## src/rtl/clock_div_pkg.sv

```systemverilog
// clock_div_pkg: phase encoding, reset divisor and divisor arithmetic shared by the divider.
package clock_div_pkg;
  typedef enum logic [1:0] {IDLE, HIGH, LOW} phase_t;
  localparam int DIV_DEFAULT = 2;
  // 32-bit arithmetic keeps D = 2^SIZE-1 free of overflow for any practical SIZE
  function automatic int unsigned div_eff(input int unsigned n);
    return n == 0 ? 1 : n;
  endfunction
  function automatic int unsigned div_hi(input int unsigned d);
    return (d + 1) >> 1;
  endfunction
  function automatic int unsigned div_lo(input int unsigned d);
    return d >> 1;
  endfunction
endpackage

```

## src/rtl/clock_div_multi_if.sv

```systemverilog
// clock_div_multi_if: valid/ready divisor write port (wdata, sel, valid, ready).
interface clock_div_multi_if #(
  parameter int SIZE = 8,
  parameter int CHANNELS = 4
);
  localparam int SW = CHANNELS > 1 ? $clog2(CHANNELS) : 1;
  logic [SIZE-1:0] wdata;
  logic [SW-1:0] sel;
  logic valid;
  logic ready;
  modport master(output wdata, sel, valid, input ready);
  modport slave(input wdata, sel, valid, output ready);
endinterface

```

## src/rtl/clock_div_chan.sv

```systemverilog
// clock_div_chan: one divider channel; divisor updates land on period boundaries.
// CLK_DIV_ODD50_EN adds a negedge stage giving odd divisors an exact 50% duty.
module clock_div_chan import clock_div_pkg::*; #(
  parameter int SIZE = 8,
  parameter int DEFAULT_DIV = DIV_DEFAULT
) (
  input  logic            clk,
  input  logic            reset,
  input  logic            enable,
  input  logic            wr,
  input  logic [SIZE-1:0] wdata,
  output logic            clk_out,
  output logic            tick,
  output logic            pend_v
);
  phase_t phase, phase_nx;
  logic [SIZE-1:0] cur, cur_nx, pend, cnt, cnt_nx;
  logic out_r, d1, gate_n, bnd;
  int unsigned d_cur, d_nx;
  always_comb begin
    d_cur = div_eff(32'(cur));
    bnd = 1'b0;
    phase_nx = phase;
    cnt_nx = cnt - 1'b1;
    case (phase)
      HIGH: if (cnt == '0) begin
        bnd = div_lo(d_cur) == 0;
        phase_nx = LOW;
        cnt_nx = SIZE'(div_lo(d_cur) - 1);
      end
      LOW: bnd = cnt == '0;
      default: bnd = 1'b1;
    endcase
    cur_nx = bnd && pend_v ? pend : cur;
    d_nx = div_eff(32'(cur_nx));
    if (bnd) begin
      phase_nx = enable ? HIGH : IDLE;
      cnt_nx = enable ? SIZE'(div_hi(d_nx) - 1) : '0;
    end
  end
  always_ff @(posedge clk or posedge reset)
    if (reset) begin
      phase <= IDLE;
      cur <= SIZE'(DEFAULT_DIV);
      pend <= '0;
      pend_v <= 1'b0;
      cnt <= '0;
      out_r <= 1'b0;
      d1 <= 1'b0;
      tick <= 1'b0;
    end else begin
      phase <= phase_nx;
      cur <= cur_nx;
      cnt <= cnt_nx;
      pend_v <= wr || (pend_v && !bnd);
      if (wr) pend <= wdata;
      out_r <= phase_nx == HIGH;
      d1 <= phase_nx == HIGH && d_nx == 1;
      tick <= bnd && enable;
    end
  // gate_n only moves while clk is low, so the D=1 pass-through never chops a pulse
`ifdef CLK_DIV_ODD50_EN
  logic out_n, odd;
  always_ff @(posedge clk or posedge reset)
    if (reset) odd <= 1'b0;
    else odd <= d_nx[0] && d_nx >= 3;
  always_ff @(negedge clk or posedge reset)
    if (reset) begin
      gate_n <= 1'b0;
      out_n <= 1'b0;
    end else begin
      gate_n <= d1;
      out_n <= out_r;
    end
  assign clk_out = (clk && gate_n) || (out_r && !d1 && (out_n || !odd));
`else
  always_ff @(negedge clk or posedge reset)
    if (reset) gate_n <= 1'b0;
    else gate_n <= d1;
  assign clk_out = (clk && gate_n) || (out_r && !d1);
`endif
endmodule

```

## src/rtl/clock_div_multi.sv

```systemverilog
// clock_div_multi: CHANNELS independent integer dividers of clk with a shared divisor write port.
// Odd-divisor 50% duty is selected per build by CLK_DIV_ODD50_EN inside clock_div_chan.
module clock_div_multi import clock_div_pkg::*; #(
  parameter int SIZE = 8,
  parameter int CHANNELS = 4,
  parameter int DEFAULT_DIV = DIV_DEFAULT
) (
  input  logic                clk,
  input  logic                reset,
  clock_div_multi_if.slave    div,
  input  logic [CHANNELS-1:0] enable,
  output logic [CHANNELS-1:0] clk_out,
  output logic [CHANNELS-1:0] tick,
  output logic [CHANNELS-1:0] div_pending
);
  assign div.ready = int'(div.sel) >= CHANNELS || !div_pending[div.sel];
  for (genvar i = 0; i < CHANNELS; i++) begin : g_ch
    clock_div_chan #(.SIZE(SIZE), .DEFAULT_DIV(DEFAULT_DIV)) u_chan (
      .clk(clk),
      .reset(reset),
      .enable(enable[i]),
      .wr(div.valid && div.ready && int'(div.sel) == i),
      .wdata(div.wdata),
      .clk_out(clk_out[i]),
      .tick(tick[i]),
      .pend_v(div_pending[i])
    );
  end
endmodule

```

## src/flat_wrapper.sv

```systemverilog
// flat-port wrapper written by rule: the top's interface ports become plain ports
module clock_div_multi_flat import clock_div_pkg::*;
#(
  parameter int SIZE = 8,
  parameter int CHANNELS = 4,
  parameter int DEFAULT_DIV = DIV_DEFAULT
)
  (clk, reset, enable, clk_out, tick, div_pending, div_wdata, div_sel, div_valid, div_ready);
  clock_div_multi_if #(.SIZE(SIZE), .CHANNELS(CHANNELS)) div_i ();
  input  logic clk;
  input  logic reset;
  input  logic [CHANNELS-1:0] enable;
  output logic [CHANNELS-1:0] clk_out;
  output logic [CHANNELS-1:0] tick;
  output logic [CHANNELS-1:0] div_pending;
  input wire logic [$bits(div_i.wdata)-1:0] div_wdata;
  input wire logic [$bits(div_i.sel)-1:0] div_sel;
  input wire logic [$bits(div_i.valid)-1:0] div_valid;
  output wire logic [$bits(div_i.ready)-1:0] div_ready;
  assign div_i.wdata = div_wdata;
  assign div_i.sel = div_sel;
  assign div_i.valid = div_valid;
  assign div_ready = div_i.ready;
  clock_div_multi #(.SIZE(SIZE), .CHANNELS(CHANNELS), .DEFAULT_DIV(DEFAULT_DIV)) u_core (.clk(clk), .reset(reset), .div(div_i), .enable(enable), .clk_out(clk_out), .tick(tick), .div_pending(div_pending));
endmodule
```

## config.mk

```make
export PLATFORM = sky130hd
export DESIGN_NAME = clock_div_multi_flat
export DESIGN_NICKNAME = d
export VERILOG_FILES = /design/src/rtl/clock_div_pkg.sv /design/src/rtl/clock_div_multi_if.sv /design/src/rtl/clock_div_chan.sv /design/src/rtl/clock_div_multi.sv /design/src/flat_wrapper.sv
export SDC_FILE = /design/constraint.sdc
export NUM_CORES = 1
export LEC_CHECK = 0
export BUFFER_PORTS_ARGS = -buffer_cell sky130_fd_sc_hd__buf_2
export CAP_MARGIN = 20
export CELL_PAD_IN_SITES_DETAIL_PLACEMENT = 1
export CELL_PAD_IN_SITES_GLOBAL_PLACEMENT = 2
export CORE_ASPECT_RATIO = 0.9
export CORE_MARGIN = 8
export CORE_UTILIZATION = 33
export DETAILED_ROUTE_END_ITERATION = 16
export HOLD_SLACK_MARGIN = 0.03
export PLACE_DENSITY = 0.74
export SLEW_MARGIN = 5
export SYNTH_ARGS = -nofsm -noshare
export SYNTH_HDL_FRONTEND = slang
export SYNTH_SLANG_ARGS = --single-unit
export TNS_END_PERCENT = 50
```

## constraint.sdc

```tcl
create_clock -name clk -period 6 [get_ports clk]
set_input_delay 1.8 -clock clk [delete_from_list [all_inputs] [get_ports clk]]
set_output_delay 1.8 -clock clk [all_outputs]
set_load 0.005 [all_outputs]
```

==> results of run 1 <==
-- state kept, by name, indices dropped and copies added (netlist names) --
name                       count
u_core.g_ch.u_chan.pend_v      4
u_core.g_ch.u_chan.cnt        32
u_core.g_ch.u_chan.pend       32
u_core.g_ch.u_chan.d1          4
u_core.g_ch.u_chan.out_r       4
u_core.g_ch.u_chan.gate_n      4
u_core.g_ch.u_chan.cur        32
u_core.g_ch.u_chan.tick        4
u_core.g_ch.u_chan.phase       8
-- kinds of logic (layout without fill, tap and decap cells) --
logic type      count (synthesis)  count (layout)  share of synthesized area
buf+inv                       111             140                     0.0582
flops                         124             124                      0.379
xor+xnor                       91              91                     0.0972
compound gates                150             150                      0.120
simple gates                  307             307                      0.187
fa+ha+maj                      36              36                     0.0550
mux                            75              75                      0.104
-- synth_stat cells (5+ instances only) --
| library cell | n |
|---|---|
| o22ai_1 | 18 |
| a31oi_1 | 8 |
| nand3b_1 | 5 |
| a21oi_1 | 34 |
| nor3_1 | 26 |
| and3_1 | 16 |
| a21o_1 | 6 |
| nor2_1 | 54 |
| nand3_1 | 39 |
| ha_1 | 36 |
| xnor2_1 | 53 |
| clkbuf_1 | 29 |
| mux2i_1 | 23 |
| nand4_1 | 10 |
| mux2_2 | 49 |
| or4_1 | 6 |
| nand2_1 | 99 |
| o211ai_1 | 13 |
| inv_1 | 63 |
| buf_4 | 13 |
| nand2b_1 | 8 |
| nor4_1 | 19 |
| o21bai_1 | 5 |
| dfrtp_1 | 116 |
| xor2_1 | 38 |
| o21ai_0 | 34 |
-- worst max-delay path by stage --
stage	endpoint	start	slack, ps
after global routing	clk_out[3]	u_core.g_ch[3].u_chan.gate_n$_DFF_NP0_	-70
after global placement	clk_out[3]	u_core.g_ch[3].u_chan.gate_n$_DFF_NP0_	620
after CTS	clk_out[2]	u_core.g_ch[2].u_chan.gate_n$_DFF_NP0_	-50
final	clk_out[2]	u_core.g_ch[2].u_chan.gate_n$_DFF_NP0_	-5
after floorplan	u_core.g_ch[0].u_chan.gate_n$_DFF_NP0_	reset	-220
after detailed placement	clk_out[3]	u_core.g_ch[3].u_chan.gate_n$_DFF_NP0_	610
-- worst register-to-register path: cells and delay by family (launching register included) --
family,cells,cell delay (ps)
compound gates,5,1200
xor+xnor,1,170
fa+ha+maj,1,340
buf+inv,1,240
flops,1,490
mux,1,330
simple gates,6,1670
-- placed cells by master, fill, tap and decap left out, drive strengths merged, types with 24 or more instances in the layout --
cell,instances
nand2,99
buf,39
ha,36
o21ai,37
inv,62
clkbuf,31
mux2,49
dfrtp,116
nor3,27
nand3,40
nor2,54
xnor2,53
mux2i,24
a21oi,34
xor2,38
-- layout make-up --
| class | instances | area [µm²] | share of cell area |
|---|---|---|---|
| Clock inverter | 7 | 110 | 0.0118 |
| Inverter | 63 | 240 | 0.0258 |
| Timing Repair Buffer | 36 | 205 | 0.0220 |
| Clock buffer | 34 | 619 | 0.0665 |
| Tap cell | 308 | 385 | 0.0414 |
| Multi-Input combinational cell | 659 | 4640 | 0.499 |
| Sequential cell | 124 | 3110 | 0.334 |
-- through the flow --
step	power, mW	instances	hold slack (ps)
detailed placement	2.25	1193	509
floorplan	1.98	894	461
global route	3.74	1231	570
global placement	2.23	1193	508
finish	3.51	1231	540
CTS	3.56	1230	550
-- layer usage --
metal  vias to the layer above  track usage
li1                       3156            -
met4                         0       0.0640
met1                      3257        0.218
met5                         -            0
met3                        25       0.0365
met2                        70        0.245
-- power by group --
group / leakage [nW] / switching (mW) / internal, mW
clock: 0.390 / 0.462 / 0.849
sequential: 1.49 / 0.218 / 0.993
combinational: 2.26 / 0.540 / 0.445
total: 4.15 / 1.22 / 2.29
-- timing repair --
item / in CTS / in global routing
pin swaps: 3 / 0
endpoints found under the setup margin: 8 / 8
gates cloned: 0 / 0
gates resized for setup: 9 / 0
hold buffers: 0 / 0
==> impl_results.md, run 1 <==
- Final setup skew: 11.1 ps
- Avg Vias per Cell: 5.29
- Met3 WL post-DR: 657 µm
- Area of the core: 24,300 µm²
- Slew HR: 0.361
- Worst-Skew Late Latency: 540 ps
- Area grow syn2layout: 13.6%
- Die ar.: 30,100 µm²
- # IOs: 30
- DRT Pass-1 Iters: 4
- Gr usage total: 0.161
- CP required: 4200 ps
- Register area share after synthesis: 0.379
- Vias: 6,508
- CTS tree: built
- Die Wd: 182 µm
- Initial antenna violation count: 0
- PortBufs: 29
- Antenna Violating Nets Remaining: 0
- Final setup vio count: 2
- Largest area contributor in the netlist: dfrtp_1
- Critical path type: reg -> out
- Met1 wire length: 11,700 µm
- Syn_nets: 947
- DR iter-0 viols: 447
- Ys flop type: dfrtp_1
- Global-route wire length before repair: 38,200 µm
- Crit end category: output pin
- Post-CTS Setup Inserts: 0
- Max_cap viols: 0
- Worst vdd ir: 224 µV
- Setup TNS: -5.31 ps
- Residual DRC: 0
- Clock-pin transition on the worst setup and hold timing paths: 60 ps
- Core Util, Final: 0.383
- Hold_sp: u_core.g_ch[0].u_chan.pend[0]$_DFFE_PP0P_
- Hold EP: u_core.g_ch[0].u_chan.pend[0]$_DFFE_PP0P_
- CP delay by family, top: flip-flops
- Status: finished with violations
- DR top layer: met4
- Initial Util: 0.337
- Number of global-route vias before repair: 7,045
- Placed standard-cell area: 8580 µm²
- PwrDens: 377 nW/µm²
- Synth cell types: 63
- Die Y-Extent: 166 µm
- Asr flop ratio synth: 1.00
- Routed WL per cell: 18.7 µm
- Reg2Reg Setup Slack: 1440 ps
- Layout cells sized above 1: 0.164
- Number of diodes: 0
- Yosys reg bits: 124
- Hold depth: 1
- Hold Path Class: reg -> reg
- Placer Congestion: 0.798
- R2R cell count: 15
- Syn Area/Cell: 9.17 µm²
- Yosys warnings: 0
- RSZ-0062 raised after global routing: true
- Routed wl met2: 10,200 µm
- Synthesized area: 8200 µm²
- RR Endpoint: u_core.g_ch[1].u_chan.cnt[7]$_DFF_PP0_
- FF-to-FF Start: u_core.g_ch[1].u_chan.cur[3]$_DFF_PP0_
- Largest stage delay on the critical path: 400 ps
- CP max FO: 1
- Final Cell Area: 9310 µm²
- Largest cells by area after synthesis: dfrtp_1 35%, mux2_2 6.7%, xnor2_1 5.7%, ha_1 5.5%, nand2_1 4.5%
- Post-synth EDFFs: 0
- Least-Margin Pin Slew: 955 ps
- Pin count of the biggest net entering global routing: 69
- CP bufs+invs: 1
- # fillers: 2,825
- Post-DP HPWL: 16,800 µm
- Share of Yosys cell area claimed by the top area cell type: 0.354
- Grt ovf: 0
- Final wirelength: 23,000 µm
- Slowest cell on crit path: dfrtn_1
- Row count: 54
- Nature of the critical path startpoint: flop
- Final Hold Fails: 0
- Crit path cell chain: nand2_2 -> o21ai_4 -> buf_2
- Final worst slack: -5.31 ps
- Leak: 4.15 nW
- Max Slew Vio Count: 0
- Failing checks: setup timing
- Final #Nets: 962
- CP arrival: 4210 ps
- Pre-CTS setup slack: 613 ps
- Critical path depth: 3
- Post-Synthesis Cells: 894
Power figures use the tool's default switching activity.
==> run 2, diff against run 1 <==
--- a/config.mk
+++ b/config.mk
@@ -9,7 +9,6 @@
 export CAP_MARGIN = 20
 export CELL_PAD_IN_SITES_DETAIL_PLACEMENT = 1
 export CELL_PAD_IN_SITES_GLOBAL_PLACEMENT = 2
-export CORE_ASPECT_RATIO = 0.9
 export CORE_MARGIN = 8
 export CORE_UTILIZATION = 33
 export DETAILED_ROUTE_END_ITERATION = 16
==> constraint.sdc (replaced) <==
create_clock -name clk -period 5.7 [get_ports clk]
set_input_delay 1.71 -clock clk [delete_from_list [all_inputs] [get_ports clk]]
set_output_delay 1.71 -clock clk [all_outputs]
set_load 0.005 [all_outputs]
==> impl_results.md, run 2 (synthesis gave the netlist of run 1 again) <==
- Leak: 4.15 nW
- DR iter-0 viols: 277
- Clock network power share: 0.375
- Met2 usage in global routing: 0.238
- Die Wd: 174 µm
- Die Y-Extent: 174 µm
- CP delay by family, top: flip-flops
- Residual DRC: 0
- Avg Vias per Cell: 5.24
- Met1 Track Usage GR: 0.206
- Hold_sp: u_core.g_ch[1].u_chan.pend[0]$_DFFE_PP0P_
- Comb pwr share: 0.277
- CP arrival: 4030 ps
- Crit end category: output pin
- Critical path depth: 3
- Global-route wire length before repair: 37,900 µm
- Clock-pin transition on the worst setup and hold timing paths: 50 ps
- Post-DP HPWL: 16,400 µm
- Max_cap viols: 0
- Slowest cell on crit path: dfrtn_1
- Number of global-route vias before repair: 7,121
- FF-to-FF Start: u_core.g_ch[2].u_chan.cur[3]$_DFF_PP0_
- Worst-Skew Late Latency: 540 ps
- Initial Util: 0.336
- Initial antenna violation count: 0
- Hold buffer count at CTS: 0
- Layout cells sized above 1: 0.165
- Vias: 6,532
- Placed cells: 1,209
- Final #Nets: 962
- Hold EP: u_core.g_ch[1].u_chan.pend[0]$_DFFE_PP0P_
- Sequential power share: 0.348
- Final Hold Fails: 0
- # fillers: 2,824
- Failing checks: setup timing
- RSZ-0062 raised after global routing: true
- PortBufs: 29
- Antenna Violating Nets Remaining: 0
- Crit path cell chain: nand2_1 -> o21ai_2 -> buf_2
- Least-Margin Pin Slew: 1000 ps
- Hold depth: 1
- Status: finished with violations
- Most frequent cells in the layout: 116 x dfrtp_1, 99 x nand2_1, 62 x inv_1
- Net Sw Frac: 0.344
- RR Endpoint: u_core.g_ch[2].u_chan.cnt[6]$_DFF_PP0_
- R2R cell count: 16
- Grt met3 use: 0.0377
- Area of the core: 24,400 µm²
- Final setup vio count: 8
- CP required: 3990 ps
- Hold Path Class: reg -> reg
- Final wirelength: 22,300 µm
- Pre-CTS setup slack: 557 ps
- Nature of the critical path startpoint: flop
- Placer Congestion: 0.814
- Gr usage total: 0.155
- Crit. Startpoint: u_core.g_ch[0].u_chan.gate_n$_DFF_NP0_
- Commonest non-fill, non-tap cell in the layout: dfrtp_1
- CP bufs+invs: 1
- Worst vdd ir: 190 µV
- Final setup skew: 10.3 ps
- CTS tree: built
- Area grow syn2layout: 13.9%
- Top Registers: u_core.g_ch.u_chan.cnt: 32 flops, u_core.g_ch.u_chan.cur: 32 flops, u_core.g_ch.u_chan.pend: 32 flops
- Final worst slack: -40.1 ps
- Net Switching: 1.26 mW
- # IOs: 30
- Pint: 2.40 mW
- Number of diodes: 0
- Max Slew Vio Count: 0
- Row count: 57
- Die ar.: 30,100 µm²
- Grt ovf: 0
- Finished Layout Cells: 1,247
- Top Usage Layer GRT: met2
- Reg2Reg Setup Slack: 1040 ps
- CP max FO: 1
- PwrDens: 391 nW/µm²
- Slew HR: 0.331
- Routed WL per cell: 17.9 µm
- Largest stage delay on the critical path: 380 ps
- Critical path type: reg -> out
- DRT Pass-1 Iters: 4
- Pin count of the biggest net entering global routing: 50
==> run 2: cell count changes in the layout (fill, tap and decap cells not counted), sizes merged <==
| cell | before | now |
|---|---|---|
| clkbuf | 31 | 28 |
| clkinvlp | 1 | 3 |
| clkinv | 4 | 5 |
==> run 2: how the worst max path moves through the flow <==
| stage | endpoint | slack, ps |
|---|---|---|
| floorplan | u_core.g_ch[0].u_chan.gate_n$_DFF_NP0_ | -280 |
| global placement | clk_out[1] | 560 |
| detailed placement | clk_out[0] | 560 |
| CTS | clk_out[2] | -110 |
| global route | clk_out[0] | -110 |
| finish | clk_out[0] | -40 |
==> run 2: area by class of cell <==
| cell class | count | area, µm² | share of cell area |
|---|---|---|---|
| multi-input cells | 659 | 4630 | 0.496 |
| flip-flops and latches | 124 | 3110 | 0.333 |
| clock buffers | 31 | 608 | 0.0651 |
| well taps | 324 | 405 | 0.0434 |
| inverters | 63 | 240 | 0.0257 |
| repair buffers | 36 | 208 | 0.0222 |
| clock inverters | 10 | 138 | 0.0147 |
==> run 2: through the flow <==
stage	cell area [µm²]	total power, mW	hold slack (ps)	utilization	setup TNS [ps]
6_report	9340	3.65	531	0.383	-109
4_1_cts	9330	3.72	537	0.383	-305
2_1_floorplan	8200	2.09	461	-	-1110
3_3_place_gp	8600	2.32	514	0.353	0
3_5_place_dp	8600	2.35	516	0.353	0
5_1_grt	9340	3.92	563	0.383	-406
==> run 2: per-layer routing <==
layer | share of wire | up-vias | routed length, µm
li1 | - | 3165 | -
met1 | 0.50 | 3247 | 11100
met2 | 0.45 | 88 | 10100
met3 | 0.024 | 32 | 543
met4 | 0.021 | 0 | 472
met5 | 0 | - | 0
==> run 2: power groups by stage <==
| stage | logic [mW] | clock network (mW) | registers [mW] |
|---|---|---|---|
| 5_1_grt | 1.15 | 1.46 | 1.31 |
| 3_3_place_gp | 0.998 | 0.0431 | 1.28 |
| 2_1_floorplan | 0.865 | 0.0578 | 1.17 |
| 3_5_place_dp | 1.02 | 0.0431 | 1.29 |
| 6_report | 1.01 | 1.37 | 1.27 |
| 4_1_cts | 1.03 | 1.42 | 1.27 |
==> run 2: timing repair <==
| action | CTS | global route |
|---|---|---|
| setup buffers | 0 | 0 |
| pin swaps | 3 | 0 |
| endpoints found under the setup margin | 8 | 8 |
| resized for setup | 6 | 0 |
| cloned | 0 | 0 |
==> run 3, diff against run 2 <==
--- a/config.mk
+++ b/config.mk
@@ -5,6 +5,7 @@
 export SDC_FILE = /design/constraint.sdc
 export NUM_CORES = 1
 export LEC_CHECK = 0
+export ABC_AREA = 1
 export BUFFER_PORTS_ARGS = -buffer_cell sky130_fd_sc_hd__buf_2
 export CAP_MARGIN = 20
 export CELL_PAD_IN_SITES_DETAIL_PLACEMENT = 1
@@ -13,7 +14,7 @@
 export CORE_UTILIZATION = 33
 export DETAILED_ROUTE_END_ITERATION = 16
 export HOLD_SLACK_MARGIN = 0.03
-export PLACE_DENSITY = 0.74
+export PLACE_DENSITY = 0.78
 export SLEW_MARGIN = 5
 export SYNTH_ARGS = -nofsm -noshare
 export SYNTH_HDL_FRONTEND = slang
==> impl_results.md, run 3 <==
- Residual DRC: 0
- RSZ-0062 raised after global routing: true
- Largest area contributor in the netlist: dfrtp_1
- Post-DP HPWL: 15,500 µm
- Met1 Track Usage GR: 0.199
- Die Y-Extent: 171 µm
- Critical path type: reg -> out
- Most common cell in the netlist: nand2_1
- CP required: 3990 ps
- Vias: 6,571
- RR Endpoint: u_core.g_ch[2].u_chan.cnt[4]$_DFF_PP0_
- Layout cells sized above 1: 0.158
- Hold_sp: u_core.g_ch[0].u_chan.pend[7]$_DFFE_PP0P_
- Avg Vias per Cell: 4.68
- Number of global-route vias before repair: 7,055
- Gr usage total: 0.151
- Crit end category: output pin
- Die ar.: 29,300 µm²
- Antenna Violating Nets Remaining: 0
- Yosys reg bits: 124
- Setup TNS: -172 ps
- Ys flop type: dfrtp_1
- Post-Synthesis Cells: 1,039
- Clock-pin transition on the worst setup and hold timing paths: 60 ps
- CTS tree: built
- Area grow syn2layout: 14.2%
- Worst vdd ir: 207 µV
- Initial Util: 0.332
- Number of diodes: 0
- Largest cells by area after synthesis: dfrtp_1 37%, nand2_1 11%, inv_1 7.7%, ha_1 5.7%, o21ai_0 5.5%
- Worst-Skew Late Latency: 540 ps
- Slew HR: 0.445
- Die Wd: 171 µm
- CP max FO: 1
- Final worst slack: -68.5 ps
- DR iter-0 viols: 263
- Final wirelength: 20,500 µm
- Core Util, Final: 0.379
- R2R cell count: 19
- Synth cell types: 46
- CP Capture Point: clk_out[2]
- Routed WL per cell: 14.6 µm
- Final #Nets: 1,119
- Global-route wire length before repair: 35,300 µm
- Finished Layout Cells: 1,404
- Top Usage Layer GRT: met2
- Register area share after synthesis: 0.391
- Hold Path Class: reg -> reg
- Status: finished with violations
- Leak: 4.52 nW
- Min Hold Slack: 481 ps
- Crit. Startpoint: u_core.g_ch[2].u_chan.gate_n$_DFF_NP0_
- Grt met3 use: 0.0390
- Least-Margin Pin Slew: 829 ps
- Share of Yosys cell area claimed by the top area cell type: 0.365
- Final setup vio count: 8
- Reg2Reg Setup Slack: 1530 ps
- DRT Pass-1 Iters: 4
- FF-to-FF Start: u_core.g_ch[2].u_chan.cur[1]$_DFF_PP1_
- # IOs: 30
- Most frequent cells in the layout: 236 x nand2_1, 162 x inv_1, 116 x dfrtp_1
- PortBufs: 29
- Crit path cell chain: nand2_2 -> o21ai_2 -> buf_2
- Initial antenna violation count: 0
- Critical path depth: 3
- Post-synth EDFFs: 0
- Hold buffer count at CTS: 0
- CP arrival: 4060 ps
- Final setup skew: 12.6 ps
- Post-CTS Setup Inserts: 0
- CP delay by family, top: flip-flops
- Met2 usage in global routing: 0.239
- Slowest cell on crit path: dfrtn_1
- Max Slew Vio Count: 0
- Most common library cells after synthesis: 237 x nand2_1, 163 x inv_1, 116 x dfrtp_1
- Max_cap viols: 0
- Area of the core: 24,000 µm²
- Largest stage delay on the critical path: 410 ps
- Yosys warnings: 0
- Syn_nets: 1,092
- Final Hold Fails: 0
- Pre-CTS setup slack: 535 ps
- Grt ovf: 0
- Placer Congestion: 0.800
- Syn Area/Cell: 7.65 µm²
- Commonest non-fill, non-tap cell in the layout: nand2_1
- Row count: 57
- CP bufs+invs: 1
- Failing checks: setup timing
- Synthesized area: 7950 µm²
- Nature of the critical path startpoint: flop
- Pin count of the biggest net entering global routing: 83
- PwrDens: 252 nW/µm²
- Top Registers: u_core.g_ch.u_chan.cnt: 32 flops, u_core.g_ch.u_chan.cur: 32 flops, u_core.g_ch.u_chan.pend: 32 flops
- Placed cells: 1,366
- Asr flop ratio synth: 1.00
-- run 3: changes by cell type in the layout (fill, tap and decap cells not counted), moves of 18 or more --
cell / delta
mux2i_1: -23
o21ai_0: +54
nand3_1: +46
xnor2_1: -39
nand2_2: +31
nor3_1: -18
mux2_2: -49
inv_1: +100
nand2_1: +137
-- run 3: power by group --
part | internal, mW | switching, mW
sequential | 0.883 | 0.00121
combinational | 0.00915 | 0.0289
clock | 0.859 | 0.507
-- run 3: kinds of logic (layout without fill, tap and decap cells) --
logic type,after synthesis,count (layout),share of synthesized area
xor gates and xnor gates,41,41,0.0471
DFF,124,124,0.391
and+or+nand+nor,496,496,0.299
AOI/OAI and AO/OA,144,144,0.101
buffers and inverters,198,239,0.105
adders and majority gates,36,36,0.0567
-- run 3: metal layers --
layer / share of wire / vias up
met4: 0.014 / 0
met3: 0.038 / 25
met1: 0.50 / 3130
met2: 0.45 / 79
met5: 0 / -
li1: - / 3337
-- run 3: area by class of cell --
type	instances	area, µm²
Inverter	169	639
Clock buffer	27	563
Fill cell	2975	14900
Sequential cell	124	3110
Clock inverter	14	170
Tap cell	324	405
Timing Repair Buffer	29	175
Multi-Input combinational cell	717	4010
-- run 3: worst register-to-register path: cells and delay by family (launching register included) --
family / cells / cell delay [ps]
adder cells (fa/ha/maj): 2 / 370
XOR/XNOR: 2 / 420
buffers and inverters: 3 / 400
AND/OR/NAND/NOR: 8 / 1730
AO/OA/AOI/OAI: 4 / 770
flip-flops: 1 / 360
-- run 3: how the worst min path moves through the flow --
stage                     depth (start not counted)                                        end  slack, ps
after global placement                            2  u_core.g_ch[0].u_chan.pend[7]$_DFFE_PP0P_        460
final                                             2  u_core.g_ch[0].u_chan.pend[7]$_DFFE_PP0P_        480
after CTS                                         2  u_core.g_ch[0].u_chan.pend[7]$_DFFE_PP0P_        490
after floorplan                                   2  u_core.g_ch[0].u_chan.pend[2]$_DFFE_PP0P_        440
after global routing                              2  u_core.g_ch[0].u_chan.pend[1]$_DFFE_PP0P_        520
after detailed placement                          2  u_core.g_ch[0].u_chan.pend[7]$_DFFE_PP0P_        470
-- run 3: metrics by stage --
stage               power, mW  cell area (µm²)
floorplan               0.985             7950
global route             2.38             9070
global placement        0.987             8320
detailed placement      0.988             8320
CTS                      2.33             9050
finish                   2.29             9070
-- run 3: what timing repair did --
item,4_1_cts,5_1_grt
pin swaps,3,1
endpoints found under the hold margin,0,0
resized for setup,7,0
endpoints found under the setup margin,8,8
